**src/rtl/wb_stage.sv**
```systemverilog
// Writeback stage of the RV32 pipeline. Holds the MEM/WB register, absorbs the
// data-memory read response (early, same-cycle or late), aligns and extends
// load data, drives the register-file write ports and counts retirements.
// Optional: define WB_FLOAT_EN to add the floating-point write port.
module wb_stage (
   input  logic        clk,
   input  logic        rst_n,
   input  logic        MEM_valid,
   input  logic [4:0]  MEM_op,
   input  logic [2:0]  MEM_funct3,
   input  logic [4:0]  MEM_rd,
   input  logic [31:0] MEM_aluOut,
   input  logic        stall_in,
   input  logic        flush_in,
   input  logic        DM_rvalid,
   input  logic [31:0] DM_rdata,
   input  logic        WB_wbSel,
   input  logic        WB_wbEnable,
   input  logic        WB_fwbEnable,
   output logic [4:0]  WB_op,
   output logic        WB_valid,
   output logic        wb_busy,
   output logic        rf_we,
   output logic [4:0]  rf_waddr,
   output logic [31:0] rf_wdata,
`ifdef WB_FLOAT_EN
   output logic        frf_we,
   output logic [4:0]  frf_waddr,
   output logic [31:0] frf_wdata,
`endif
   output logic [63:0] instret
);

   typedef enum logic {EMPTY, FULL} buf_state_t;

   buf_state_t  buf_state, buf_next;
   logic [31:0] buf_data;
   logic [2:0]  wb_funct3;
   logic [4:0]  wb_rd;
   logic [31:0] wb_alu;
   logic        load_pending;
   logic        data_avail;
   logic [31:0] load_word;
   logic [31:0] shifted;
   logic [31:0] aligned;
   logic [31:0] wdata;
   logic        retire;

   assign load_pending = WB_valid & WB_wbSel;
   assign retire       = WB_valid & ~wb_busy;

   // Select the load data source and derive the stall.
   always_comb begin
      data_avail = (buf_state == FULL) | DM_rvalid;
      load_word  = '0;
      if (buf_state == FULL)
         load_word = buf_data;
      else if (DM_rvalid)
         load_word = DM_rdata;
      wb_busy = load_pending & ~data_avail;
   end

   // Byte-lane alignment and sign/zero extension of the load word.
   always_comb begin
      shifted = load_word >> {wb_alu[1:0], 3'b000};
      case (wb_funct3)
         3'b000:  aligned = {{24{shifted[7]}}, shifted[7:0]};
         3'b001:  aligned = {{16{shifted[15]}}, shifted[15:0]};
         3'b100:  aligned = {24'h0, shifted[7:0]};
         3'b101:  aligned = {16'h0, shifted[15:0]};
         default: aligned = shifted;
      endcase
      wdata = WB_wbSel ? aligned : wb_alu;
   end

   // MEM/WB stage register; frozen while a load waits for its data.
   always_ff @(posedge clk or negedge rst_n) begin
      if (!rst_n) begin
         WB_valid  <= 1'b0;
         WB_op     <= '0;
         wb_funct3 <= '0;
         wb_rd     <= '0;
         wb_alu    <= '0;
      end else if (!wb_busy) begin
         if (flush_in || stall_in) begin
            WB_valid <= 1'b0;
            WB_op    <= '0;
         end else begin
            WB_valid  <= MEM_valid;
            WB_op     <= MEM_op;
            wb_funct3 <= MEM_funct3;
            wb_rd     <= MEM_rd;
            wb_alu    <= MEM_aluOut;
         end
      end
   end

   // Load-data buffer state and captured word.
   always_ff @(posedge clk or negedge rst_n) begin
      if (!rst_n) begin
         buf_state <= EMPTY;
         buf_data  <= '0;
      end else begin
         buf_state <= buf_next;
         if (buf_state == EMPTY && DM_rvalid && !load_pending)
            buf_data <= DM_rdata;
      end
   end

   // Buffer fills on an early response and drains when the load retires.
   always_comb begin
      buf_next = buf_state;
      case (buf_state)
         EMPTY: if (DM_rvalid && !load_pending) buf_next = FULL;
         FULL:  if (load_pending && retire)     buf_next = EMPTY;
         default: buf_next = EMPTY;
      endcase
   end

   // Retired-instruction counter, wraps modulo 2^64.
   always_ff @(posedge clk or negedge rst_n) begin
      if (!rst_n)
         instret <= '0;
      else if (retire)
         instret <= instret + 64'd1;
   end

   assign rf_we    = retire & WB_wbEnable & (wb_rd != 5'd0);
   assign rf_waddr = wb_rd;
   assign rf_wdata = wdata;

`ifdef WB_FLOAT_EN
   assign frf_we    = retire & WB_fwbEnable;
   assign frf_waddr = wb_rd;
   assign frf_wdata = wdata;
`else
   logic unused_fwb;
   assign unused_fwb = WB_fwbEnable;
`endif

endmodule

```
**config.mk**
```make
export PLATFORM = sky130hd
export DESIGN_NAME = wb_stage
export DESIGN_NICKNAME = d
export VERILOG_FILES = /design/src/rtl/wb_stage.sv
export SDC_FILE = /design/constraint.sdc
export NUM_CORES = 1
export LEC_CHECK = 0
export ABC_AREA = 1
export CORE_UTILIZATION = 52
export DETAILED_ROUTE_END_ITERATION = 7
export MAX_ROUTING_LAYER = met4
export PLACE_DENSITY = 0.82
export SETUP_SLACK_MARGIN = 0.15
export SYNTH_ARGS = -nofsm -noshare
export SYNTH_HDL_FRONTEND = slang
export SYNTH_SLANG_ARGS = --single-unit
```
**constraint.sdc**
```tcl
create_clock -name clk -period 2.1 [get_ports clk]
set_clock_uncertainty 0.1 [all_clocks]
set_input_delay 0.21 -clock clk [delete_from_list [all_inputs] [get_ports clk]]
set_output_delay 0.21 -clock clk [all_outputs]
set_load 0.01 [all_outputs]
```
# Word-level counts from Yosys, hierarchy flattened
# Index checks and enable logic that the tools add are counted.
[classes] add_sub_neg=1 eq_ne=3 shift=1 mux=9 bitwise=10 n_reduce_logical=9
[ops] operator="$pmux 32 s4" count=1
[ops] operator="$mux 32" count=3
[ops] operator="$add 64x1->64 const B" count=1
[ops] operator="$shr 32x5->32" count=1
[ops] operator="$eq 3x3->1 const B" count=2
[ops] operator="$and 1x1->1" count=5
[ops] operator="$mux 5" count=1
[ops] operator="$reduce_bool 5->1" count=1
[ops] operator="$logic_and 1x1->1" count=4
[ops] operator="$not 1->1" count=4
[ops] operator="$eq 3x1->1 const B" count=1
[ops] operator="$logic_not 3->1" count=1
[ops] operator="$mux 1" count=3
[ops] operator="$pmux 1 s2" count=1
[ops] operator="$reduce_and 2->1" count=1
[ops] operator="$logic_not 1->1" count=1
[ops] operator="$logic_or 1x1->1" count=1
[ops] operator="$or 1x1->1" count=1
[word_totals] reg_bits=143 in_bits=86 out_inout_bits=109 word_cells=41

# Logic depth before layout (Yosys ltp)
[depth] depth_word=8 ltp_mapped=11 ltp_nobuf=11

# Worst setup path after synthesis
# OpenSTA, ideal clock, no wires.
[synth_timing] path_type="register -> register" start="register instret[0]" end="register instret[50]" setup_ns=0.117 arrival_ns=1.599 required_ns=1.883 slack_ns=0.285 stages_incl_launch_ff=11 n_path_buf=0 period_less_slack_ns=1.815 cell_sequence="dfrtp_1 ha_1 inv_1 nor2_4 nand3_4 nor2_4 nand3_2 nor2_2 nand2_1 nand2_1 nand2_1"
[synth_via] elab_chain_cells=1
[synth_rtl] item="start: declaration" line="31" text="output logic [63:0] instret"
[synth_rtl] item="start signal: assignment" line="125" text="instret <= instret + 64'd1;"
[synth_rtl] item="$add 64x1->64" line="125"
# No other way between the ends.
# A chain may end at the register's enable or synchronous reset.

# Worst setup path after layout
[layout_timing] start="register buf_state" end="output port rf_wdata[21]"
[layout_via] elab_chain_cells=4
[layout_rtl] item="start: declaration" line="36" text="buf_state_t buf_state, buf_next;"
[layout_rtl] item="start signal: assignment" line="104" text="buf_state <= buf_next;"
[layout_rtl] item="$mux 32" line="56" text="if (buf_state == FULL)"
[layout_rtl] item="$shr 32x5->32" line="65" text="shifted = load_word >> {wb_alu[1:0], 3'b000};"
[layout_rtl] item="$pmux 32 s4" line="66" text="case (wb_funct3)"
[layout_rtl] item="$mux 32" line="73" text="wdata = WB_wbSel ? aligned : wb_alu;"
[layout_rtl] item="end: declaration" line="25" text="output logic [31:0] rf_wdata,"
# No other way between the ends.

==> out/metrics.csv <==
metric,value,unit
VDD IR max,0.740,mV
switching power,3200,uW
post-route antenna net violation count,0,
status,finished with violations,
Vias,10201,
die area,0.0176,mm2
final core utilization,79.1,%
fin. max-slew vios,0,
nets,1638,
RSZ-0062 raised after global routing,yes,
Port Buf Inserts,193,
Synth Cell Area,0.00890,mm2
worst path required time,1.79,ns
"EDFF count, synth",0,
Avg Inst Size Synth,7.13,um2
routed vias/inst,5.72,
Worst Max-Slew Pin Slew,0.481,ns
CTS Buffer Depth,2,
hpwl dp,22100,um
"non-filler cells, final",1784,
clock transition at the registers of the reported paths,0.06,ns
I/O pin cnt,195,
die span in x,133,um
final WL,32700,um
most frequent cells in the layout,"nand2_1 (457), clkdlybuf4s50_1 (159), nor2_1 (141)",
Initial DRC Count,997,
Met2 Wirelength,15800,um
failing checks,setup timing,
DRC viols,0,
CTS tree,done,
Pre-antenna DRT Iters,6,
met3 wire len,2710,um
Fin Setup TNS,-11.61,ns
kind of critical path,flip-flop to output port,
dpl cells,1718,
"FF+latch count, synth",143,
area of the core,0.0166,mm2
htree depth,4,
Worst slew margin,67.8,%
Num CTS Buffers,17,
leak pwr,0.00596,uW
"most common cell after layout, fill and taps aside",nand2_1,
Final Worst Setup Slack,-0.429,ns
met1 WL,12000,um
vias in the first global route,9767,
Routed WL per cell,18.3,um
Power Internal,6250,uW
top-area cell type share of the netlist area,40.2,%
CTS root buf,clkbuf_16,
top routing layer in use,met4,
power share of the clock group,31.5,%
num rows,47,
gr ovfl total,0,
initial antenna violation count,0,
maxcap violations,0,
die height,133,um
CP Capture Type,output port,
antenna cells,0,
asr flop ratio synth,100,%
Yosys top cell by area,dfrtp_1,
Synth cell types,46,
Placement Cell Area,0.0118,mm2
Tot GR Track Use,37.1,%
PwrDens,718,mW/mm2
CP Launch Type,flip-flop,
switching portion of total power,33.8,%
final setup vio count,33,
clk_lat worst skew,0.43,ns
Syn Nets,1336,
"Min Clock Period, post-route",2.53,ns
initial core utilization,53.5,%
Logic pwr share,31.3,%
Most used DFF post-synth,dfrtp_1,
critical path peak fanout,5,
Fmax,395,MHz
GP Congestion,1.01,
first-pass GRT wire length,49100,um
Final period util,120,%
largest net degree at the start of global routing,50,
Synth area leaders,"dfrtp_1 (40%), nand2_1 (20%), nor2_1 (6.6%), mux2_2 (4.3%), inv_1 (3.8%)",
final hold violation count,0,
Yosys warnings,0,
synthesis-to-finish area growth,47.9,%
Crit path arrival time,2.22,ns
post-route design area,0.0132,mm2
Worst Hold Class,input pin to async pin,
Post-Syn Instances,1249,
"Seq/Total Area, Yosys",40.2,%
power share of the sequential group,37.2,%
share of layout cells above drive strength 1,23.6,%
Clock Sinks,143,
-- sequential cells by signal, indices dropped and copies added, names as in the netlist --
register and count:
wb_funct3 3, wb_alu 32, rf_waddr 5, WB_op 5, buf_state 1, instret 64, WB_valid 1, buf_data 32
-- layout make-up --
class | instances | area [um2]
multi-input combinational | 967 | 5140
clock inverter | 12 | 110
inverter | 97 | 369
clock buffer | 20 | 457
fill | 1132 | 3480
sequential | 143 | 3580
timing repair buffer | 325 | 3220
tap | 220 | 275
-- power groups by stage --
stage	clock, uW	combinational, uW	sequential, uW
CTS	2970	2700	3480
floorplan	0	1200	3490
global route	3100	3150	3550
global placement	0	2480	3500
detailed placement	0	2530	3510
finish	2980	2950	3510
-- through the flow --
step | hold WS, ns | power, uW | worst slack, ns
final | 0.194 | 9450 | -0.429
after global routing | 0.240 | 9800 | -0.523
after CTS | 0.212 | 9150 | -0.365
after detailed placement | 0.0810 | 6040 | -0.490
after global placement | 0.0814 | 5980 | -0.462
after floorplan | -0.186 | 4690 | 0.285
-- cells in the mapped netlist, types with 4 or more instances --
master / instances
mux2_2: 34
o22ai_1: 6
a31oi_1: 6
xor2_1: 19
buf_6: 4
o21ai_0: 42
nor2_1: 157
nor2_2: 10
nor2_4: 6
nand3_1: 58
nand3_2: 5
a21oi_1: 30
buf_2: 18
nand2_1: 480
buf_4: 7
o211ai_1: 30
nor3_1: 4
o21ai_1: 9
xnor2_1: 12
or2_2: 16
inv_2: 4
dfrtp_1: 143
inv_1: 91
clkbuf_1: 12
nand4_1: 16
-- timing repair --
action,4_1_cts,5_1_grt
hold buffers,1,0
endpoints found under the setup margin,34,55
pin swaps,49,27
buffers inserted,19,8
cloned,4,2
hold endpoints to repair,46,0
resized for setup,211,68
-- worst max-delay path, cell delays in order, from the launching register on --
cell      delay [ns]
dfrtp_1         0.40
inv_4           0.08
buf_6           0.14
buf_4           0.14
buf_4           0.14
o211ai_1        0.22
nand2_1         0.17
a21oi_2         0.16
nand3_1         0.09
nand2_1         0.08
inv_1           0.04
buf_2           0.13
-- cell families (layout without fill, tap and decap cells) --
| group | after synthesis | in the layout | synth area share [%] |
|---|---|---|---|
| multiplexers | 36 | 36 | 4.56 |
| XOR/XNOR | 31 | 31 | 3.05 |
| AND/OR/NAND/NOR | 763 | 763 | 36.1 |
| flip-flops | 143 | 143 | 40.2 |
| AO/OA/AOI/OAI | 136 | 136 | 9.18 |
| buffers and inverters | 139 | 454 | 6.78 |
| adder cells (fa/ha/maj) | 1 | 1 | 0.141 |
-- final timing paths --
check | cells after the start | start | slack, ns | end
max in group asynchronous | 3 | rst_n | 0.96 | rf_waddr[3]
worst min-delay path | 2 | rst_n | 0.19 | buf_data[13]
worst max-delay path | 11 | buf_state | -0.43 | rf_wdata[21]
worst max register to register | 10 | instret[1] | 0.24 | instret[59]
worst min register to register | 2 | buf_data[7] | 0.38 | buf_data[7]
min in group clk | 3 | MEM_op[4] | 0.22 | WB_op[4]
-- routing by layer --
| layer | track usage, % | vias up |
|---|---|---|
| met5 | - | - |
| met4 | 21.7 | 0 |
| met3 | 5.44 | 195 |
| met2 | 61.5 | 655 |
| met1 | 42.8 | 4744 |
| li1 | - | 4607 |
Power figures use the tool's default switching activity.
